<file path="src/rtl/pipe_sel_pkg.sv">
// Shared constants, helpers and types for the registered channel selector.
package pipe_sel_pkg;

    localparam int MAX_CH = 16;

    // Number of 4-lane groups needed to cover n channels.
    function automatic int group_count(input int n);
        return (n + 3) / 4;
    endfunction

    // Control bits that travel alongside the data through a stage.
    typedef struct packed {
        logic valid;
        logic oor;
    } stage_ctrl_t;

endpackage

</file>
<file path="src/rtl/sel_group4.sv">
// Combinational 4:1 selector; lanes that do not exist return the pad value.
module sel_group4 #(
    parameter int WIDTH = 32
) (
    input  logic [3:0][WIDTH-1:0] x_i,
    input  logic [3:0]            lane_en_i,
    input  logic [WIDTH-1:0]      pad_i,
    input  logic [1:0]            sel_i,
    output logic [WIDTH-1:0]      y_o
);

    // Pick the addressed lane, or the pad when that lane is not populated.
    always_comb begin
        y_o = pad_i;
        if (lane_en_i[sel_i]) begin
            y_o = x_i[sel_i];
        end
    end

endmodule

</file>
<file path="src/rtl/pipe_sel_mux.sv">
// Registered N:1 channel selector with one (PIPE=0) or two (PIPE=1) stages.
// Every stage carries a valid bit and honours rst > flush > stall > advance.
// Optional feature macro: SEL_RANGE_CHECK_EN builds the sticky sel_err flag;
// without it sel_err is tied low.
module pipe_sel_mux
    import pipe_sel_pkg::*;
#(
    parameter int               WIDTH     = 32,
    parameter int               N         = 4,
    parameter int               PIPE      = 0,
    parameter logic [WIDTH-1:0] RESET_VAL = '0,
    localparam int              SEL_W     = $clog2(N)
) (
    input  logic               clk,
    input  logic               rst,
    input  logic [N*WIDTH-1:0] x_flat,
    input  logic [SEL_W-1:0]   select,
    input  logic               in_valid,
    input  logic               stall,
    input  logic               flush,
    output logic [WIDTH-1:0]   y,
    output logic               out_valid,
    output logic               sel_err
);

    localparam int G = group_count(N);

    if (N < 2 || N > MAX_CH) begin : g_bad_n
        $error("pipe_sel_mux: N must be in 2..16");
    end
    if (PIPE != 0 && PIPE != 1) begin : g_bad_pipe
        $error("pipe_sel_mux: PIPE must be 0 or 1");
    end
    if (WIDTH < 1) begin : g_bad_width
        $error("pipe_sel_mux: WIDTH must be at least 1");
    end

    logic [3:0]                sel_ext;
    logic                      oor_c;
    logic [4*G-1:0][WIDTH-1:0] ch;
    logic [G-1:0][WIDTH-1:0]   grp_c;
    logic [G-1:0][WIDTH-1:0]   l2_src;
    logic [1:0]                l2_sel;
    logic [3:0][WIDTH-1:0]     l2_x;
    logic [WIDTH-1:0]          l2_y;
    logic [WIDTH-1:0]          y_q;
    logic                      vld_q;

    // Widen select to 4 bits so both tree levels can slice it uniformly.
    always_comb begin
        sel_ext              = '0;
        sel_ext[SEL_W-1:0]   = select;
    end

    assign oor_c = ({1'b0, sel_ext} >= 5'(N));

    for (genvar k = 0; k < 4*G; k++) begin : g_ch
        if (k < N) begin : g_live
            assign ch[k] = x_flat[k*WIDTH +: WIDTH];
        end else begin : g_pad
            assign ch[k] = RESET_VAL;
        end
    end

    // First level: each group resolves the low two select bits.
    for (genvar g = 0; g < G; g++) begin : g_grp
        sel_group4 #(.WIDTH(WIDTH)) u_grp (
            .x_i      (ch[4*g +: 4]),
            .lane_en_i({(4*g+3 < N), (4*g+2 < N), (4*g+1 < N), (4*g < N)}),
            .pad_i    (RESET_VAL),
            .sel_i    (sel_ext[1:0]),
            .y_o      (grp_c[g])
        );
    end

    for (genvar g = 0; g < 4; g++) begin : g_l2x
        if (g < G) begin : g_live
            assign l2_x[g] = l2_src[g];
        end else begin : g_pad
            assign l2_x[g] = RESET_VAL;
        end
    end

    // Second level: choose among the group results with the upper select bits.
    sel_group4 #(.WIDTH(WIDTH)) u_l2 (
        .x_i      (l2_x),
        .lane_en_i({(G > 3), (G > 2), (G > 1), 1'b1}),
        .pad_i    (RESET_VAL),
        .sel_i    (l2_sel),
        .y_o      (l2_y)
    );

    if (PIPE == 0) begin : g_pipe0
        logic [WIDTH-1:0] y_d;

        assign l2_src = grp_c;
        assign l2_sel = sel_ext[3:2];

        // Bubbles and out-of-range selects both present RESET_VAL.
        always_comb begin
            y_d = RESET_VAL;
            if (in_valid && !oor_c) begin
                y_d = l2_y;
            end
        end

        // Single output stage.
        always_ff @(posedge clk) begin
            if (rst || flush) begin
                y_q   <= RESET_VAL;
                vld_q <= 1'b0;
            end else if (!stall) begin
                y_q   <= y_d;
                vld_q <= in_valid;
            end
        end
    end else begin : g_pipe1
        logic [G-1:0][WIDTH-1:0] grp_q, grp_d;
        logic [1:0]              gsel_q, gsel_d;
        stage_ctrl_t             ctrl_q, ctrl_d;
        logic [WIDTH-1:0]        y_d;

        assign l2_src = grp_q;
        assign l2_sel = gsel_q;

        // Next-state for stage A (group capture) and stage B (final pick).
        always_comb begin
            ctrl_d.valid = in_valid;
            ctrl_d.oor   = in_valid & oor_c;
            gsel_d       = in_valid ? sel_ext[3:2] : 2'b00;
            for (int g = 0; g < G; g++) begin
                grp_d[g] = in_valid ? grp_c[g] : RESET_VAL;
            end
            y_d = RESET_VAL;
            if (ctrl_q.valid && !ctrl_q.oor) begin
                y_d = l2_y;
            end
        end

        // Stage A: group data, group index and control.
        always_ff @(posedge clk) begin
            if (rst) begin
                grp_q  <= '0;
                gsel_q <= '0;
                ctrl_q <= '0;
            end else if (flush) begin
                ctrl_q <= '0;
            end else if (!stall) begin
                grp_q  <= grp_d;
                gsel_q <= gsel_d;
                ctrl_q <= ctrl_d;
            end
        end

        // Stage B: output register.
        always_ff @(posedge clk) begin
            if (rst || flush) begin
                y_q   <= RESET_VAL;
                vld_q <= 1'b0;
            end else if (!stall) begin
                y_q   <= y_d;
                vld_q <= ctrl_q.valid;
            end
        end
    end

    assign y         = y_q;
    assign out_valid = vld_q;

`ifdef SEL_RANGE_CHECK_EN
    logic sel_err_q;

    // Sticky until rst; only accepted items can raise it.
    always_ff @(posedge clk) begin
        if (rst) begin
            sel_err_q <= 1'b0;
        end else if (!flush && !stall && in_valid && oor_c) begin
            sel_err_q <= 1'b1;
        end
    end

    assign sel_err = sel_err_q;
`else
    assign sel_err = 1'b0;
`endif

endmodule

</file>
<file path="config.mk">
export PLATFORM = sky130hd
export DESIGN_NAME = pipe_sel_mux
export DESIGN_NICKNAME = d
export VERILOG_FILES = /design/src/rtl/pipe_sel_pkg.sv /design/src/rtl/sel_group4.sv /design/src/rtl/pipe_sel_mux.sv
export SDC_FILE = /design/constraint.sdc
export NUM_CORES = 1
export LEC_CHECK = 0
export ABC_AREA = 1
export CORE_ASPECT_RATIO = 1.1
export CORE_MARGIN = 2
export CORE_UTILIZATION = 30
export DETAILED_ROUTE_END_ITERATION = 8
export HOLD_SLACK_MARGIN = 0.15
export PLACE_DENSITY_LB_ADDON = 0.15
export SETUP_SLACK_MARGIN = 0.15
export SYNTH_ARGS = -nofsm -noshare
export SYNTH_HDL_FRONTEND = slang
export SYNTH_HIERARCHICAL = 1
export SYNTH_SLANG_ARGS = --single-unit
</file>
<file path="constraint.sdc">
create_clock -name clk -period 4.6 [get_ports clk]
set_clock_uncertainty 0.2 [all_clocks]
set_input_delay 1.15 -clock clk [delete_from_list [all_inputs] [get_ports clk]]
set_output_delay 1.15 -clock clk [all_outputs]
set_load 0.02 [all_outputs]
</file>
==> Word level (Yosys, flattened, before mapping) <==
Index checks and enable logic that the tools add are counted.
{ "op_classes": {"div": 0, "eq_ne": 0, "mul": 0, "reduce_logical": 3, "addsub": 0, "bitwise": 0, "n_mux": 6, "n_shift": 0, "magnitude_cmp": 2} }
{ "op_table": {"columns": ["op", "n"], "rows": [
  ["2-to-1 mux 32 bit", 3],
  ["binary-select mux 32 bit (select 2 bit)", 1],
  [">= comparator 2 x 3 -> 1 bit, second input constant", 1],
  ["< comparator 2 x 3 -> 1 bit, second input constant", 1],
  ["binary-select mux 1 bit (select 2 bit)", 1],
  ["logical AND 1 bit", 1],
  ["logical NOT 1 bit", 1],
  ["logical OR 1 bit", 1],
  ["2-to-1 mux 1 bit", 1]
]} }
{ "totals": {"regBits": 33, "input_bits": 135, "ram_bits": 0, "wordCells": 13, "mem_bits_ro": 0, "mem_count": 0, "out_inout_bits": 34, "latch_bits": 0} }

==> Logic depth before layout (Yosys ltp) <==
Gate-level depths: netlist (run 1).
{ "depth": {"depth_word": 4, "mapped_depth": 16, "mapped_depth_nobuf": 15} }

==> Modules after synthesis <==
The synthesis (run 1) kept the hierarchy.
{ "modules_own_cells": {"columns": ["mod", "cells_per_inst", "area_per_inst_um2", "instances", "seq_area_each_um2"], "rows": [
  ["sel_group4", 489, 2048.2, 2, 0.0],
  ["pipe_sel_mux", 152, 1360.1, 1, 660.6]
]} }

==> Worst setup path after synthesis (run 1) <==
No wires, ideal clock.
{ "synth_path": {"path_type": "input to register", "from": "input port select[1]", "to": "register y_q[14], in the netlist y[14]", "setup_ns": 0.066, "arrival_ns": 2.238, "stages": 15, "setup_slack_ns": 2.096, "path_buffers": 2, "required_time_ns": 4.334, "cell_sequence": "buf_2 > inv_2 > nand2_1 > nand2_2 > buf_2 > nand2_1 > nand2_1 > inv_1 > nand2_1 > nand3_1 > nand2_1 > nand2_1 > nand2_1 > nand3_1 > a21oi_2"} }
{ "synth_rtl": {"columns": ["element", "line", "source"], "rows": [
  ["start: declaration", "pipe_sel_mux.sv:17", "input logic [SEL_W-1:0] select,"],
  ["end signal: assignment", "pipe_sel_mux.sv:113", "y_q <= y_d;"],
  ["end: declaration", "pipe_sel_mux.sv:46", "logic [WIDTH-1:0] y_q;"]
]} }

==> results of run 1 <==
-- sequential cells by signal (all words and copies together), names as in the netlist --
name,cells
out_valid,1
y,32
-- worst max-delay path: stages --
cell     delay, ns
buf_2         0.23
inv_2         0.53
nand2_1       0.14
nand2_1       0.09
nand2_1       0.06
nand2_2       0.48
nand2_1       0.10
nand2_1       0.10
inv_1         0.05
nand2_1       0.06
nand3_1       0.08
nand2_1       0.08
nand2_1       0.06
nand2_1       0.05
nand3_1       0.08
a21oi_2       0.13
-- final timing paths --
path | start | endpoint | cells after the start
worst max-delay path | select[0] | y[8] | 16
worst min-delay path | y[12] | y[12] | 2
worst max register to register | y[0] | y[0] | 2
worst min register to register | y[12] | y[12] | 2
-- cell families after synthesis --
| kind of cell | count (synthesis) | synth area share |
|---|---|---|
| AND/OR/NAND/NOR | 731 | 0.543 |
| buffers and inverters | 331 | 0.284 |
| other | 2 | 0.00138 |
| AO/OA/AOI/OAI | 33 | 0.0509 |
| flip-flops | 33 | 0.121 |
-- area by class of cell --
| type | instances | area, µm² |
|---|---|---|
| sequential | 33 | 661 |
| multi-input combinational | 938 | 3890 |
| inverter | 261 | 981 |
| fill | 2106 | 10100 |
| clock buffer | 6 | 129 |
| clock inverter | 2 | 10.0 |
| timing repair buffer | 173 | 1710 |
| tap | 238 | 298 |
-- per-stage QoR --
step | std cells | worst slack, ns
floorplan | 1302 | 2.10
global route | 1651 | 0.680
global placement | 1643 | 0.793
detailed placement | 1643 | 0.797
finish | 1651 | 1.12
CTS | 1651 | 1.09
-- layer usage --
layer	part of all wire	global-route usage
met5	0	0
met4	0.011	0.0312
met3	0.047	0.0272
met2	0.43	0.266
met1	0.51	0.235
-- placed cells by master (no fill, tap or decap) --
cell / count
buf_4: 6
clkbuf_1: 1
buf_2: 1
nand2_2: 4
a21oi_2: 30
or2_2: 1
inv_2: 4
conb_1: 174
a21oi_1: 3
clkbuf_16: 5
nand2_1: 562
inv_1: 256
dfxtp_1: 33
clkdlybuf4s50_1: 166
clkinv_2: 3
nand3_1: 164
-- power by group through the flow --
stage	registers, mW	logic [mW]	clock network (mW)
finish	0.296	0.548	0.323
global route	0.296	0.639	0.351
CTS	0.295	0.530	0.334
detailed placement	0.302	0.529	0
global placement	0.302	0.530	0
floorplan	0.309	0.383	0
==> impl_metrics.csv, run 1 <==
group,metric,value,unit
run_status,status,"finished, final reports clean",
critical_path,crit_path_start_kind,"input port",
timing,fin_crit_sh,0.757,
hold_path,hold_path.class,"flop to flop",
global_routing,grt_pass1_vias,5729,
yosys,synth.most_common_cell,"nand2_1",
yosys,syn-mean-instance-area,4.83,µm²
pwr,sequentialPowerShare,0.253,
pwr,power,1.17,mW
yosys,synth_common_cells,"nand2_1 (562), inv_1 (256), nand3_1 (164)",
place,gp_congestion,0.800,
timing,setup_tns,0,ns
detailed_routing,wl_per_cell,9.60,µm
pwr,power_switching_share,0.374,
clock_network,cts_root_buf,"clkbuf_16",
floorplan,fp.dieW,133,µm
floorplan,start_util,0.308,
pwr,p_clk_frac,0.277,
yosys,synth_top_area_frac,0.387,
timing,max-slew-margin-rel,0.331,
clock_network,postCtsSetupRepairBufs,0,
run,drv_cap,0,
clock_network,path_clk_slew,0.05,ns
detailed_routing,drc_errors,0,
global_routing,antenna_found_initial,0,
clock_network,htree_levels,2,
critical_path,crit_type,"input port to flop",
layout,drive_above_1_share,0.0382,
yosys,async_flop_share,0,
yosys,synth_cell_types,14,
detailed_routing,viasPerCell,3.81,
pwr,irDropWorstVdd,0.196,mV
pwr,power.switching,0.436,mW
detailed_routing,vias,6294,
yosys,synth-warning-count,6,
critical_path,end_kind,"flop",
floorplan,design.die.area,19300,µm²
pwr,powerDensity,152,nW/µm²
timing,setup_viol,0,
yosys,synth.area.top_cells,"nand2_1 (39%), inv_1 (18%), nand3_1 (15%)",
clock_network,clock-sinks,33,
critical_path,crit_required,4.60,ns
detailed_routing,drt_iter0_drc,338,
layout,nets,1547,
place,hpwl,11700,µm
timing,rsz0062_at_grt,"no",
timing,maxSlewViolCount,0,
layout,fin_area,7680,µm²
floorplan,io_pins,169,
timing,hold_violations,0,
yosys,yosys_register_bits,33,
critical_path,worstPathArrival,3.49,ns
global_routing,track_usage,0.166,
timing,fin_crit,3.48,ns
clock_network,cts_inserted_buffers,5,
global_routing,grt_pass1_wl,27400,µm
yosys,synth_ff_type,"dfxtp_1",
floorplan,die_h,145,µm
layout,area_delta_synth_final,40.8,%
yosys,synth_top_cell_by_area,"nand2_1",
detailed_routing,ant_nets,0,
detailed_routing,dr.pass1.iters,4,
timing,fmax,287,MHz
floorplan,row_count,51,
yosys,syn_area,5460,µm²
pwr,p_int,0.730,mW
clock_network,cts_resized,0,
timing,tightestPinTransition,1.00,ns
layout,antennaDiodeCount,0,
yosys,yosysSeqAreaShare,0.121,
place,io_buffer_count,167,
pwr,p_leak,4.14,nW
critical_path,regToRegSetupSlack,3.75,ns
layout,finish.utilization,0.433,
timing,hold_slack,0.259,ns
pwr,pwr-share-comb,0.470,
critical_path,worstPathMaxFanout,41,
clock_network,cts_tree,"yes",
clock_network,hold_buffers,0,
detailed_routing,drt-total-wl,15900,µm
yosys,synth_edf_count,0,
global_routing,grt_max_degree,67,
place,placed_area,7540,µm²
floorplan,coreArea,17700,µm²
clock_network,clock_path_buffers,2,
yosys,synth_cells,1130,
clock_network,worstSkewPairLatency,0.28,ns
global_routing,grt_overflow,0,
No activity file was read; power rests on OpenSTA's default activity.
==> run 2: changes to the inputs <==
==> constraint.sdc (replaced) <==
create_clock -name clk -period 3.5 [get_ports clk]
set_clock_uncertainty 0.2 [all_clocks]
set_input_delay 0.875 -clock clk [delete_from_list [all_inputs] [get_ports clk]]
set_output_delay 0.875 -clock clk [all_outputs]
set_load 0.02 [all_outputs]
==> impl_metrics.csv, run 2 (synthesized netlist as in run 1, its figures left out) <==
group,metric,value,unit
run_status,status,"finished, final reports clean",
critical_path,crit_path_start_kind,"input port",
global_routing,grt_max_degree,67,
floorplan,io_pins,169,
layout,final_common_cell,"nand2_1",
pwr,power,1.52,mW
floorplan,die_h,145,µm
clock_network,htree_levels,2,
place,io_buffer_count,167,
timing,max-slew-margin-rel,0.337,
clock_network,clock_path_buffers,2,
clock_network,cts_resized,0,
layout,largest_register_ffs,32,
detailed_routing,drc_errors,0,
timing,setup_viol,0,
clock_network,cts_inserted_buffers,5,
pwr,p_clk_frac,0.272,
pwr,p_leak,4.15,nW
critical_path,end_kind,"flop",
critical_path,crit_type,"input port to flop",
global_routing,track_usage,0.163,
detailed_routing,ant_nets,0,
layout,nets,1549,
global_routing,grt_pass1_vias,5477,
layout,antennaDiodeCount,0,
floorplan,fp.dieW,133,µm
floorplan,start_util,0.308,
critical_path,worstPathMaxFanout,32,
clock_network,postCtsSetupRepairBufs,0,
layout,final_cell_mix,"nand2_1 (562), inv_1 (256), conb_1 (174)",
timing,hold_violations,0,
timing,rsz0062_at_grt,"no",
layout,drive_above_1_share,0.0382,
pwr,sequentialPowerShare,0.255,
clock_network,hold_buffers,0,
global_routing,grt_pass1_wl,26700,µm
pwr,p_int,0.965,mW
critical_path,worstPathArrival,2.91,ns
layout,area_delta_synth_final,41.0,%
timing,hold_slack,0.256,ns
timing,tightestPinTransition,0.995,ns
run,drv_cap,0,
pwr,pwr-share-comb,0.473,
place,hpwl,11500,µm
clock_network,cts_tree,"yes",
timing,fin_crit_sh,0.832,
detailed_routing,drt-total-wl,15700,µm
detailed_routing,drt_iter0_drc,277,
global_routing,grt_overflow,0,
detailed_routing,wl_per_cell,9.51,µm
floorplan,design.die.area,19300,µm²
pwr,irDropWorstVdd,0.250,mV
pwr,power.switching,0.559,mW
pwr,power_switching_share,0.367,
detailed_routing,vias,6245,
critical_path,crit_required,3.50,ns
timing,fmax,343,MHz
place,gp_congestion,0.810,
floorplan,row_count,51,
clock_network,cts_root_buf,"clkbuf_16",
global_routing,antenna_found_initial,0,
clock_network,worstSkewPairLatency,0.27,ns
detailed_routing,dr.pass1.iters,4,
floorplan,coreArea,17700,µm²
clock_network,path_clk_slew,0.05,ns
timing,maxSlewViolCount,0,
pwr,powerDensity,198,nW/µm²
detailed_routing,viasPerCell,3.78,
timing,fin_crit,2.91,ns
hold_path,hold_path.class,"flop to flop",
clock_network,clock-sinks,33,
timing,setup_tns,0,ns
[run 2: path summary, 6_finish.rpt]
check,from,to,slack (ns),cells after the start
setup / recovery,select[1],y[15],0.59,14
hold / removal,y[12],y[12],0.26,2
hold reg to reg,y[12],y[12],0.26,2
setup reg to reg,y[25],y[25],2.63,2
[run 2: cell type report]
class / instances / area (µm²)
clock buffers: 8 / 136
fillers: 2091 / 10000
well taps: 238 / 298
inverters: 261 / 981
flip-flops and latches: 33 / 661
repair buffers: 175 / 1730
multi-input cells: 938 / 3890
[run 2: metrics by stage]
stage	std cells	area [µm²]	setup WS [ns]	utilization
CTS	1653	7690	0.593	0.434
finish	1653	7690	0.588	0.434
floorplan	1302	6100	1.27	-
global placement	1645	7560	0.333	0.426
global route	1653	7690	0.313	0.434
detailed placement	1645	7560	0.298	0.426
[run 2: critical path, cell delays in order]
cell and delay [ns]:
clkdlybuf4s50_1 0.52, buf_4 0.19, nand2_1 0.07, nand2_2 0.44
nand2_1 0.12, nand2_1 0.09, inv_1 0.04, nand2_1 0.05
nand3_1 0.08, nand2_1 0.09, nand2_1 0.06, nand2_1 0.05
nand3_1 0.08, a21oi_2 0.13
[run 2: power groups by stage]
stage / clock network (mW) / registers (mW) / logic [mW]
floorplan: 0 / 0.406 / 0.503
global placement: 0 / 0.397 / 0.698
detailed placement: 0 / 0.397 / 0.697
CTS: 0.431 / 0.389 / 0.699
global route: 0.449 / 0.389 / 0.837
finish: 0.414 / 0.389 / 0.720
[run 2: per-layer routing]
metal | global-route usage | share of wire | up-vias
li1 | - | - | 3654
met1 | 0.232 | 0.51 | 2465
met2 | 0.259 | 0.43 | 119
met3 | 0.0272 | 0.050 | 7
met4 | 0.0301 | 0.0092 | 0
met5 | 0 | 0 | -
==> run 3: changes to the inputs <==
==> constraint.sdc (replaced) <==
create_clock -name clk -period 2.65 [get_ports clk]
set_clock_uncertainty 0.2 [all_clocks]
set_input_delay 0.6625 -clock clk [delete_from_list [all_inputs] [get_ports clk]]
set_output_delay 0.6625 -clock clk [all_outputs]
set_load 0.02 [all_outputs]
==> impl_metrics.csv, run 3 (synthesized netlist as in run 1, its figures left out) <==
group,metric,value,unit
run_status,status,"finished, final reports clean",
floorplan,fp.dieW,133,µm
clock_network,cts_root_buf,"clkbuf_16",
pwr,p_int,1.30,mW
detailed_routing,viasPerCell,3.77,
detailed_routing,ant_nets,0,
critical_path,end_kind,"flop",
timing,hold_violations,0,
layout,largest_register_ffs,32,
floorplan,die_h,145,µm
layout,nets,1559,
layout,antennaDiodeCount,0,
detailed_routing,dr.pass1.iters,4,
floorplan,coreArea,17700,µm²
pwr,power.switching,0.762,mW
detailed_routing,route.met2.wl,6940,µm
clock_network,cts_inserted_buffers,5,
place,gp_congestion,0.775,
critical_path,cpPeakStageDelay,0.18,ns
detailed_routing,drc_errors,0,
global_routing,grt_pass1_wl,26800,µm
run,drv_cap,0,
clock_network,worstSkewPairLatency,0.28,ns
clock_network,clock-sinks,33,
pwr,power_switching_share,0.370,
clock_network,cts_tree,"yes",
timing,setup_viol,0,
floorplan,start_util,0.308,
detailed_routing,vias,6277,
critical_path,worstPathArrival,2.19,ns
timing,max-slew-margin-rel,0.331,
global_routing,grt_pass1_vias,5476,
timing,rsz0062_at_grt,"no",
detailed_routing,wl_per_cell,9.57,µm
clock_network,postCtsSetupRepairBufs,0,
floorplan,row_count,51,
clock_network,htree_levels,2,
clock_network,cts_resized,0,
clock_network,path_clk_slew,0.05,ns
hold_path,hold_path.class,"flop to flop",
global_routing,grt_overflow,0,
global_routing,track_usage,0.163,
layout,final_common_cell,"nand2_1",
critical_path,worstPathMaxFanout,24,
layout,drive_above_1_share,0.0463,
floorplan,io_pins,169,
layout,fillers,2087,
timing,fmax,458,MHz
layout,final_cell_mix,"nand2_1 (562), inv_1 (256), conb_1 (174)",
detailed_routing,met3_wirelength,896,µm
detailed_routing,met1_length,7950,µm
timing,fin_crit,2.18,ns
global_routing,antenna_found_initial,0,
critical_path,critPathMostFrequentCell,"nand2_1",
layout,multiInputGateArea,3890,µm²
critical_path,slowest_stage,"inv_2",
layout,finish.utilization,0.444,
place,hpwl,11700,µm
timing,maxSlewViolCount,0,
critical_path,crit_required,2.65,ns
clock_network,clock_path_buffers,2,
detailed_routing,drt_iter0_drc,291,
timing,setup_tns,0,ns
pwr,p_leak,4.25,nW
clock_network,hold_buffers,0,
critical_path,path_cells,"buf_2 -> inv_2 -> nand2_1 -> nand2_1 -> nand2_1 -> nand2_2 -> buf_12 -> nand2_1 -> nand2_1 -> inv_1 -> nand2_1 -> nand3_1 -> nand2_1 -> nand2_1 -> nand2_1 -> nand3_1 -> a21oi_2",
detailed_routing,top_layer,"met4",
pwr,irDropWorstVdd,0.400,mV
detailed_routing,drt-total-wl,15900,µm
pwr,sequentialPowerShare,0.249,
critical_path,crit_type,"input port to flop",
timing,fin_crit_sh,0.824,
critical_path,crit_path_start_kind,"input port",
global_routing,grt_max_degree,67,
floorplan,design.die.area,19300,µm²
pwr,p_clk_frac,0.270,
pwr,powerDensity,262,nW/µm²
timing,tightestPinTransition,1.00,ns
pwr,pwr-share-comb,0.481,
place,io_buffer_count,167,
layout,area_delta_synth_final,44.4,%
layout,seq_area,661,µm²
## run 3: changes by cell type in the layout (fill, tap and decap cells not counted)
cell,previous run,this run
dlymetal6s2s_1,0,1
clkinv_2,1,3
buf_4,8,10
clkdlybuf4s50_1,166,165
clkbuf_16,5,6
clkbuf_1,3,1
buf_12,0,7
## run 3: final cells by class
cell class / count / share of cell area
Sequential cell: 33 / 0.0838
Clock buffer: 6 / 0.0164
Clock inverter: 2 / 0.00127
Tap cell: 238 / 0.0378
Timing Repair Buffer: 185 / 0.242
Inverter: 261 / 0.124
Multi-Input combinational cell: 938 / 0.494
## run 3: per-stage QoR
step / cell area (µm²) / instances / hold WS (ns) / power, mW / setup slack [ns]
finish: 7880 / 1663 / 0.254 / 2.06 / 0.465
global route: 7880 / 1663 / 0.292 / 2.25 / 0.192
floorplan: 6100 / 1302 / 0.330 / 1.20 / 0.633
global placement: 7710 / 1654 / 0.246 / 1.48 / -0.0765
detailed placement: 7710 / 1654 / 0.251 / 1.48 / -0.0825
CTS: 7850 / 1662 / 0.258 / 2.04 / 0.206
## run 3: final timing paths
check	slack [ns]	from	depth (start not counted)	endpoint
worst max-delay path	0.47	select[0]	17	y[29]
worst min-delay path	0.25	y[12]	2	y[12]
worst max register to register	1.81	y[18]	2	y[18]
worst min register to register	0.25	y[12]	2	y[12]
## run 3: metal layers
metal  GRT usage  vias up
li1            -     3672
met1       0.234     2463
met2       0.258      134
met3      0.0261        8
met4      0.0301        0
met5           0        -
## run 3: power by group through the flow
stage | Combinational [mW] | Clock, mW | Sequential [mW]
6_report | 0.991 | 0.557 | 0.513
5_1_grt | 1.14 | 0.590 | 0.514
4_1_cts | 0.955 | 0.577 | 0.513
3_5_place_dp | 0.953 | 0 | 0.524
3_3_place_gp | 0.954 | 0 | 0.524
2_1_floorplan | 0.665 | 0 | 0.537
## run 3: critical path, delay by kind of cell
family / cells / cell delay (ns)
and+or+nand+nor: 12 / 0.88
buffers and inverters: 4 / 0.50
AOI/OAI and AO/OA: 1 / 0.13
